`config.mk`:
```
export PLATFORM = sky130hd
export DESIGN_NAME = instr_fetch
export DESIGN_NICKNAME = d
export VERILOG_FILES = /design/src/rtl/instr_fetch_pkg.sv /design/src/rtl/instr_fetch_buf.sv /design/src/rtl/instr_fetch.sv
export SDC_FILE = /design/constraint.sdc
export NUM_CORES = 1
export LEC_CHECK = 0
export CAP_MARGIN = 10
export CORE_MARGIN = 2
export CORE_UTILIZATION = 55
export DETAILED_ROUTE_END_ITERATION = 8
export GPL_TIMING_DRIVEN = 1
export PLACE_DENSITY = 0.85
export SETUP_SLACK_MARGIN = 0.1
export SLEW_MARGIN = 10
export SYNTH_ARGS = -nofsm -noshare
export SYNTH_HDL_FRONTEND = slang
export SYNTH_SLANG_ARGS = --single-unit
```
`constraint.sdc`:
```
create_clock -name clk -period 8.2 [get_ports clk]
set_input_delay 1.23 -clock clk [delete_from_list [all_inputs] [get_ports clk]]
set_output_delay 1.23 -clock clk [all_outputs]
set_load 0.02 [all_outputs]
```
`src/rtl/instr_fetch_pkg.sv`:
```
// Shared definitions for the instruction-fetch stage: default constants,
// FSM state encoding and buffer geometry.
package instr_fetch_pkg;

  localparam logic [31:0] IF_NOP_INSTR  = 32'h0000_0013;
  localparam logic [31:0] IF_RESET_PC   = 32'h0000_0000;
  localparam int          IF_FIFO_DEPTH = 2;

  typedef enum logic [1:0] {
    IDLE  = 2'd0,
    RUN   = 2'd1,
    FAULT = 2'd2
  } fetch_state_e;

endpackage

```
`src/rtl/instr_fetch_buf.sv`:
```
// fetch_buf: 2-entry synchronous FIFO of {instr, pc} words with flush.
// Active-low synchronous reset on control state; flush beats push.
module fetch_buf
  import instr_fetch_pkg::*;
#(
  parameter int XLEN = 32
) (
  input  logic              clk,
  input  logic              reset,
  input  logic              push,
  input  logic [2*XLEN-1:0] push_data,
  input  logic              pop,
  input  logic              flush,
  output logic [2*XLEN-1:0] head,
  output logic [1:0]        count
);

  logic [2*XLEN-1:0] mem_q [IF_FIFO_DEPTH];
  logic [2*XLEN-1:0] mem_d [IF_FIFO_DEPTH];
  logic              wr_ptr_q, wr_ptr_d;
  logic              rd_ptr_q, rd_ptr_d;
  logic [1:0]        count_q, count_d;
  logic              pop_eff, push_eff;

  always_comb begin
    mem_d    = mem_q;
    wr_ptr_d = wr_ptr_q;
    rd_ptr_d = rd_ptr_q;
    count_d  = count_q;
    // A pop on an empty buffer is ignored; a full buffer accepts a push only alongside a pop.
    pop_eff  = pop & (count_q != 2'd0);
    push_eff = push & ((count_q != 2'd2) | pop_eff);
    if (flush) begin
      wr_ptr_d = 1'b0;
      rd_ptr_d = 1'b0;
      count_d  = 2'd0;
    end else begin
      if (push_eff) begin
        mem_d[wr_ptr_q] = push_data;
        wr_ptr_d        = ~wr_ptr_q;
      end
      if (pop_eff) begin
        rd_ptr_d = ~rd_ptr_q;
      end
      count_d = count_q + 2'(push_eff) - 2'(pop_eff);
    end
  end

  always_ff @(posedge clk) begin
    if (!reset) begin
      wr_ptr_q <= 1'b0;
      rd_ptr_q <= 1'b0;
      count_q  <= 2'd0;
    end else begin
      wr_ptr_q <= wr_ptr_d;
      rd_ptr_q <= rd_ptr_d;
      count_q  <= count_d;
    end
  end

  always_ff @(posedge clk) begin
    mem_q <= mem_d;
  end

  assign head  = mem_q[rd_ptr_q];
  assign count = count_q;

endmodule

```
`src/rtl/instr_fetch.sv`:
```
// Instruction-fetch stage: PC, 1-cycle-latency imem requests, 2-deep {instr,pc}
// buffer toward cu, redirect/squash. IF_MISALIGN_TRAP_EN adds the FAULT trap.
module instr_fetch
  import instr_fetch_pkg::*;
#(
  parameter int             XLEN      = 32,
  parameter logic [XLEN-1:0] RESET_PC  = XLEN'(IF_RESET_PC),
  parameter logic [XLEN-1:0] NOP_INSTR = XLEN'(IF_NOP_INSTR)
) (
  input  logic            clk,
  input  logic            reset,
  output logic            imem_rd_en,
  output logic [XLEN-1:0] imem_addr,
  input  logic [XLEN-1:0] imem_rdata,
  input  logic            br_taken,
  input  logic [XLEN-1:0] br_target,
  output logic            if_valid,
  output logic [XLEN-1:0] if_instr,
  output logic [XLEN-1:0] if_pc,
  input  logic            cu_ready
`ifdef IF_MISALIGN_TRAP_EN
  ,
  output logic            if_fault
`endif
);

  fetch_state_e      state_q, state_d;
  logic [XLEN-1:0]   pc_q, pc_d;
  logic [XLEN-1:0]   addr_q, addr_d;
  logic              inflight_q, inflight_d;
  logic              squash_q, squash_d;
  logic              pop, push, flush, issue, misalign;
  logic [2:0]        occ;
  logic [1:0]        count;
  logic [2*XLEN-1:0] head;

  function automatic logic [XLEN-1:0] word_align(input logic [XLEN-1:0] a);
    return a & ~XLEN'(3);
  endfunction

  always_comb begin
    state_d    = state_q;
    pc_d       = pc_q;
    addr_d     = addr_q;
    squash_d   = 1'b0;
    push       = 1'b0;
    flush      = 1'b0;
    issue      = 1'b0;
    pop        = if_valid & cu_ready;
    // Occupancy the buffer will have once this cycle's response and pop settle.
    occ        = 3'(count) + 3'(inflight_q) - 3'(pop);
`ifdef IF_MISALIGN_TRAP_EN
    misalign   = br_target[1:0] != 2'b00;
`else
    misalign   = 1'b0;
`endif
    if (br_taken) begin
      flush    = 1'b1;
      squash_d = inflight_q;
      if (misalign) begin
        state_d = FAULT;
      end else begin
        state_d = RUN;
        pc_d    = word_align(br_target);
      end
    end else begin
      case (state_q)
        IDLE:    state_d = RUN;
        RUN: begin
          push  = inflight_q & ~squash_q;
          issue = occ < 3'd2;
        end
        FAULT:   state_d = FAULT;
        default: state_d = IDLE;
      endcase
    end
    if (issue) begin
      pc_d   = pc_q + XLEN'(4);
      addr_d = pc_q;
    end
    inflight_d = issue;
  end

  always_ff @(posedge clk) begin
    if (!reset) begin
      state_q    <= IDLE;
      pc_q       <= RESET_PC;
      inflight_q <= 1'b0;
      squash_q   <= 1'b0;
    end else begin
      state_q    <= state_d;
      pc_q       <= pc_d;
      inflight_q <= inflight_d;
      squash_q   <= squash_d;
    end
  end

  always_ff @(posedge clk) begin
    addr_q <= addr_d;
  end

  fetch_buf #(.XLEN(XLEN)) u_buf (
    .clk       (clk),
    .reset     (reset),
    .push      (push),
    .push_data ({imem_rdata, addr_q}),
    .pop       (pop),
    .flush     (flush),
    .head      (head),
    .count     (count)
  );

  assign imem_rd_en = issue;
  assign imem_addr  = pc_q;
  assign if_valid   = count != 2'd0;
  assign if_instr   = if_valid ? head[2*XLEN-1:XLEN] : NOP_INSTR;
  assign if_pc      = if_valid ? head[XLEN-1:0] : '0;
`ifdef IF_MISALIGN_TRAP_EN
  assign if_fault   = state_q == FAULT;
`endif

endmodule

```
* Yosys cells after proc, flatten, opt, wreduce, memory -nomap -nowiden *
Cells that the tools add are included.

word-level totals
  register bits = 200
  input bits = 68
  output and inout bits = 98
  logic and storage cells = 61

cells by class
  $add $sub $neg = 5
  $lt $le $gt $ge = 4
  equality and inequality tests = 4
  multiplexer cells = 17
  bitwise operators = 12
  reduce and logical (&&, ||, !) cells = 8

operator list
  cell                                                                          count
  64-bit 2-to-1 mux                                                             4
  128-bit bitwise mux                                                           1
  32-bit 2-to-1 mux                                                             4
  64-bit demux with 1-bit select                                                1
  32-bit by 3-bit adder with 32-bit output, second input constant               1
  1-bit 2-to-1 mux                                                              6
  2-bit one-hot mux with 3 select lines                                         1
  1-bit inverter                                                                5
  1-bit AND                                                                     4
  2-bit greater-or-equal comparator, second input constant                      2
  2-bit != test, second input constant                                          2
  1-bit inverter with 2-bit output                                              2
  2-bit AND reduction                                                           2
  2-bit nonzero test                                                            2
  2-bit OR reduction                                                            2
  2-bit by 1-bit adder with 3-bit output                                        1
  3-bit by 2-bit less-than comparator with 1-bit output, second input constant  1
  3-bit by 1-bit subtractor with 3-bit output                                   1
  2-bit by 1-bit adder with 2-bit output                                        1
  2-bit by 1-bit == test with 1-bit output, second input constant               1
  2-bit == test, second input constant                                          1
  2-bit zero test                                                               1
  2-bit by 1-bit less-than comparator with 1-bit output, second input constant  1
  2-bit by 1-bit subtractor with 2-bit output                                   1
  2 further kinds                                                               2

* Depth between registers and ports, before layout *
  word-level depth = 7
  gate-level depth with buffers = 12
  depth with buffers taken out = 11

* Cells and area by module *
From an unflattened synthesis, not the netlist that was laid out.

unflattened totals
  cell total of the unflattened synthesis = 541
  area, all modules = 8,359.3 um2

modules (own cells, without submodules)
  module       times used  cells an instance  area an instance (um2)  seq. area each (um2)
  fetch_buf    1           220                5,106.1                 3,923.8
  instr_fetch  1           321                3,253.1                 1,581.5

* Least setup slack after synthesis *
Ideal clock, no wire load.

  path kind = in2out
  from = input cu_ready
  to = output imem_rd_en
  data arrival time = 4,176 ps
  required time = 6,970 ps
  path slack = 2,794 ps
  cell stages on the path = 8
  buffers on the path = 0
  cells stage by stage = and2_1 > ha_1 > inv_1 > nand2_1 > fa_1 > nand3b_1 > nand2b_1 > nor2_1

on the way
  cells in the longest elaborated chain, start to end = 5

ends and longest elaborated chain
  element                                                RTL line           RTL
  start: declaration                                     instr_fetch.sv:20  input logic cu_ready
  1-bit AND                                              instr_fetch.sv:49  pop = if_valid & cu_ready;
  3-bit by 1-bit subtractor with 3-bit output            instr_fetch.sv:51  occ = 3'(count) + 3'(inflight_q) - 3'(pop);
  3-bit by 2-bit less-than comparator with 1-bit output  instr_fetch.sv:71  issue = occ < 3'd2;
  1-bit 2-to-1 mux                                       instr_fetch.sv:67  case (state_q)
  1-bit 2-to-1 mux                                       instr_fetch.sv:57  if (br_taken) begin
  end: declaration                                       instr_fetch.sv:12  output logic imem_rd_en,

Every way passes these cells.

* Worst setup path in the final report *
  from = register u_buf.count_q[1] (netlist: u_buf.count[1])
  to = output imem_rd_en

on the way
  cells in the longest elaborated chain, start to end = 6
  elaborated cells on any way between the ends = 7
  those cells by class = add/sub: 2; order compare: 1; mux: 2; bitwise: 1; reduce/logical: 1

ends and longest elaborated chain
  element                                                                         RTL line               RTL
  start: declaration                                                              instr_fetch_buf.sv:22  logic [1:0] count_q, count_d;
  start signal: assignment                                                        instr_fetch_buf.sv:57  count_q <= count_d;
  branches (longest 2 deep; another with 2-bit by 1-bit adder with 3-bit output)  --
  3-bit by 1-bit subtractor with 3-bit output (*)                                 instr_fetch.sv:51
  3-bit by 2-bit less-than comparator with 1-bit output (*)                       instr_fetch.sv:71
  1-bit 2-to-1 mux (*)                                                            instr_fetch.sv:67
  1-bit 2-to-1 mux (*)                                                            instr_fetch.sv:57

Every way passes the cells marked *.

==> qor.yml <==
cts.path.max_buffers: 2
critical_path_class: "flip-flop to output pin"
nNetsFinal: 794
skew_ps: 10.96
yosysWarnings: 0
cp.arrival_ps: 4650
vdd_drop_max_mv: 0.1457
async_flop_share_pct: 0
powerDensity_nw_per_um2: 198.5
r2r-start: "u_buf.count[1]"
cp_top_family: "buffers and inverters"
routed_wl_um: 15840
start_kind: "flip-flop"
numCtsBuffers: 17
avgSynthCellArea_um2: 13.85
drc_errors: 0
initial_core_util_pct: 56.26
cp_slowest_stage_delay_ps: 680
portBuffers: 159
synth_cells: 564
fmax_mhz: 170.1
finalHoldViolations: 0
final_cell_mix: "clkdlybuf4s50_1 (159), edfxtp_1 (154), nor2_1 (72)"
cts_sinks: 192
rsz0062_at_grt: "false"
path_cells: "nor2_4 -> buf_4 -> inv_1 -> and2_1 -> ha_1 -> inv_1 -> nand2_1 -> fa_1 -> nand3b_1 -> nand2b_1 -> nor2_2 -> buf_4 -> clkdlybuf4s50_1"
synth_seq_cells: 192
r2r_cells: 12
path_buf_inv: 5
leakage_nw: 3.262
root_buffer: "clkbuf_16"
cp_slowest_cell: "clkdlybuf4s50_1"
status: "completed"
die-area_um2: 15170
drive_gt1_share_pct: 7.357
gr-total-overflow: 0
max_slew.worst_pin.slew_ps: 1183
fin_hold_ws_ps: 445.1
grt.total_usage_pct: 21.04
num_io_pins: 166
crit_fanout: 60
grt_max_degree: 64
first_pass_iters: 4
max_slew_margin_pct: 21.05
min_to: "u_buf.mem_q[17]"
finalSetupViolCount: 0
r2r_setup_slack_ps: 4150
cts_tree: "done"
gp_congestion: 0.8405
slew_viol_final: 0
reg2reg_to: "imem_addr[13]"
wl_per_cell_um: 17.33
post-cts-setup-buffer-count: 0
mostFrequentLayoutCell: "clkdlybuf4s50_1"
die_h_um: 123.2
fin_crit_sh_pct: 71.70
route.vias.total: 5134
yosysSeqAreaShare_pct: 68.95
final_antenna_net_count: 0
cts_resized: 0
max_cap_viol_count: 0
synth.distinct_cells: 48
ctsHoldBuffers: 0
vias_per_cell: 5.617
hold_depth: 0
setup_tns_ps: 0
grt_pass1_wl_um: 24260
clk_latency_ps: 430
dieWidth_um: 123.2
synth_enable_flop_cells: 154
hold_class: "flip-flop to flip-flop"
dp_hpwl_um: 10160
grt_antenna_before_repair: 0
synth_area_um2: 7810
critical_path_required_ps: 6970
finalWorstPathRequiredPeriod_ps: 5879
core_area_um2: 13880
grt_pass1_vias: 4891
htreeDepth: 4
clk_pin_slew_ps: 70
drt_iter0_drc: 464
syn_to_final_growth_pct: 30.12
rows: 43
min_from: "addr_q[17]"
antenna_cells: 0
end_kind: "output pin"
ys.flop_type: "edfxtp_1"
layout make-up:
class,count,area (um2)
flip-flops and latches,192,5389
fillers,908,3719
multi-input cells,330,2270
repair buffers,167,1652
clock buffers,22,506.7
well taps,180,225.2
clock inverters,10,71.32
inverters,13,48.80
through the flow:
step	area [um2]	worst slack, ps	total power [W]	instances	util [%]
2_1_floorplan	7821	2794	0.001175	567	-
3_3_place_gp	9584	2637	0.001245	882	69.05
3_5_place_dp	9584	2511	0.001252	882	69.05
4_1_cts	10160	2251	0.002029	914	73.21
5_1_grt	10160	1993	0.002076	914	73.21
6_report	10160	2321	0.002018	914	73.21
Yosys cell counts (all sizes together) (4+ instances only):
cell,n,area share (%)
a21oi,4,0.26
nor3,9,0.58
ha,4,0.64
a211oi,7,0.67
nand4,10,0.80
buf,14,0.96
nand3,15,0.96
nor4,7,0.95
edfxtp,154,59
a311oi,18,2.0
nor2b,11,0.88
mux2i,63,8.1
and3,4,0.32
and2,7,0.56
o21ai,20,1.3
nor2,76,3.7
clkbuf,18,0.87
and4,4,0.45
nor3b,4,0.38
or2,4,0.32
nand2,12,0.58
dfxtp,38,9.7
nand2b,4,0.32
xnor2,11,1.2
inv,12,0.58
a41oi,4,0.45
where the power goes:
part	leakage, nW	total, W	internal (W)	switching [W]
logic	1.26	0.000131	0.0000683	0.0000631
registers	1.72	0.00110	0.00108	0.0000249
clock network	0.275	0.000786	0.000441	0.000345
total	3.26	0.00202	0.00158	0.000433
how the worst max path moves through the flow:
stage                            end  cells past startpoint      startpoint  slack, ps
after floorplan           imem_rd_en                      8        cu_ready       2790
after global placement    imem_rd_en                     11        cu_ready       2640
after detailed placement  imem_rd_en                     11        cu_ready       2510
after CTS                 imem_rd_en                     13  u_buf.count[1]       2250
after global routing      imem_rd_en                     13  u_buf.count[1]       1990
final                     imem_rd_en                     13  u_buf.count[1]       2320
state kept, by name, indices dropped and copies added, names as in the netlist:
name / flops
addr_q: 30
imem_addr: 30
inflight_q: 1
squash_q: 1
state_q: 2
u_buf.count: 2
u_buf.mem_q: 124
u_buf.rd_ptr_q: 1
u_buf.wr_ptr_q: 1
worst reg2reg max path, delay by kind of cell (launching register included):
| kind | cells | cell delay, ps |
|---|---|---|
| buffers and inverters | 3 | 900 |
| AOI/OAI and AO/OA | 1 | 250 |
| DFF | 1 | 410 |
| and+or+nand+nor | 6 | 1570 |
| adders and majority gates | 2 | 820 |
layer usage:
layer  vias to the layer above  wire (um)  track usage [%]
met5                         -          0                0
met4                         0        227            7.528
met3                        20       1157            4.935
met2                       223       7763            34.62
met1                      2453       6695            27.49
li1                       2438          -                -
kinds of logic (layout without fill, tap and decap cells):
group                    Yosys count  count (layout)  share of synthesized area [%]
multiplexers                      63              63                          8.074
adder cells (fa/ha/maj)            5               5                         0.8972
AO/OA/AOI/OAI                     67              67                          6.120
buffers and inverters             45             212                          2.451
flip-flops                       192             192                          68.95
XOR/XNOR                          13              13                          1.554
AND/OR/NAND/NOR                  178             178                          11.90
other                              1               4                        0.04802
Power figures use the tool's default switching activity.
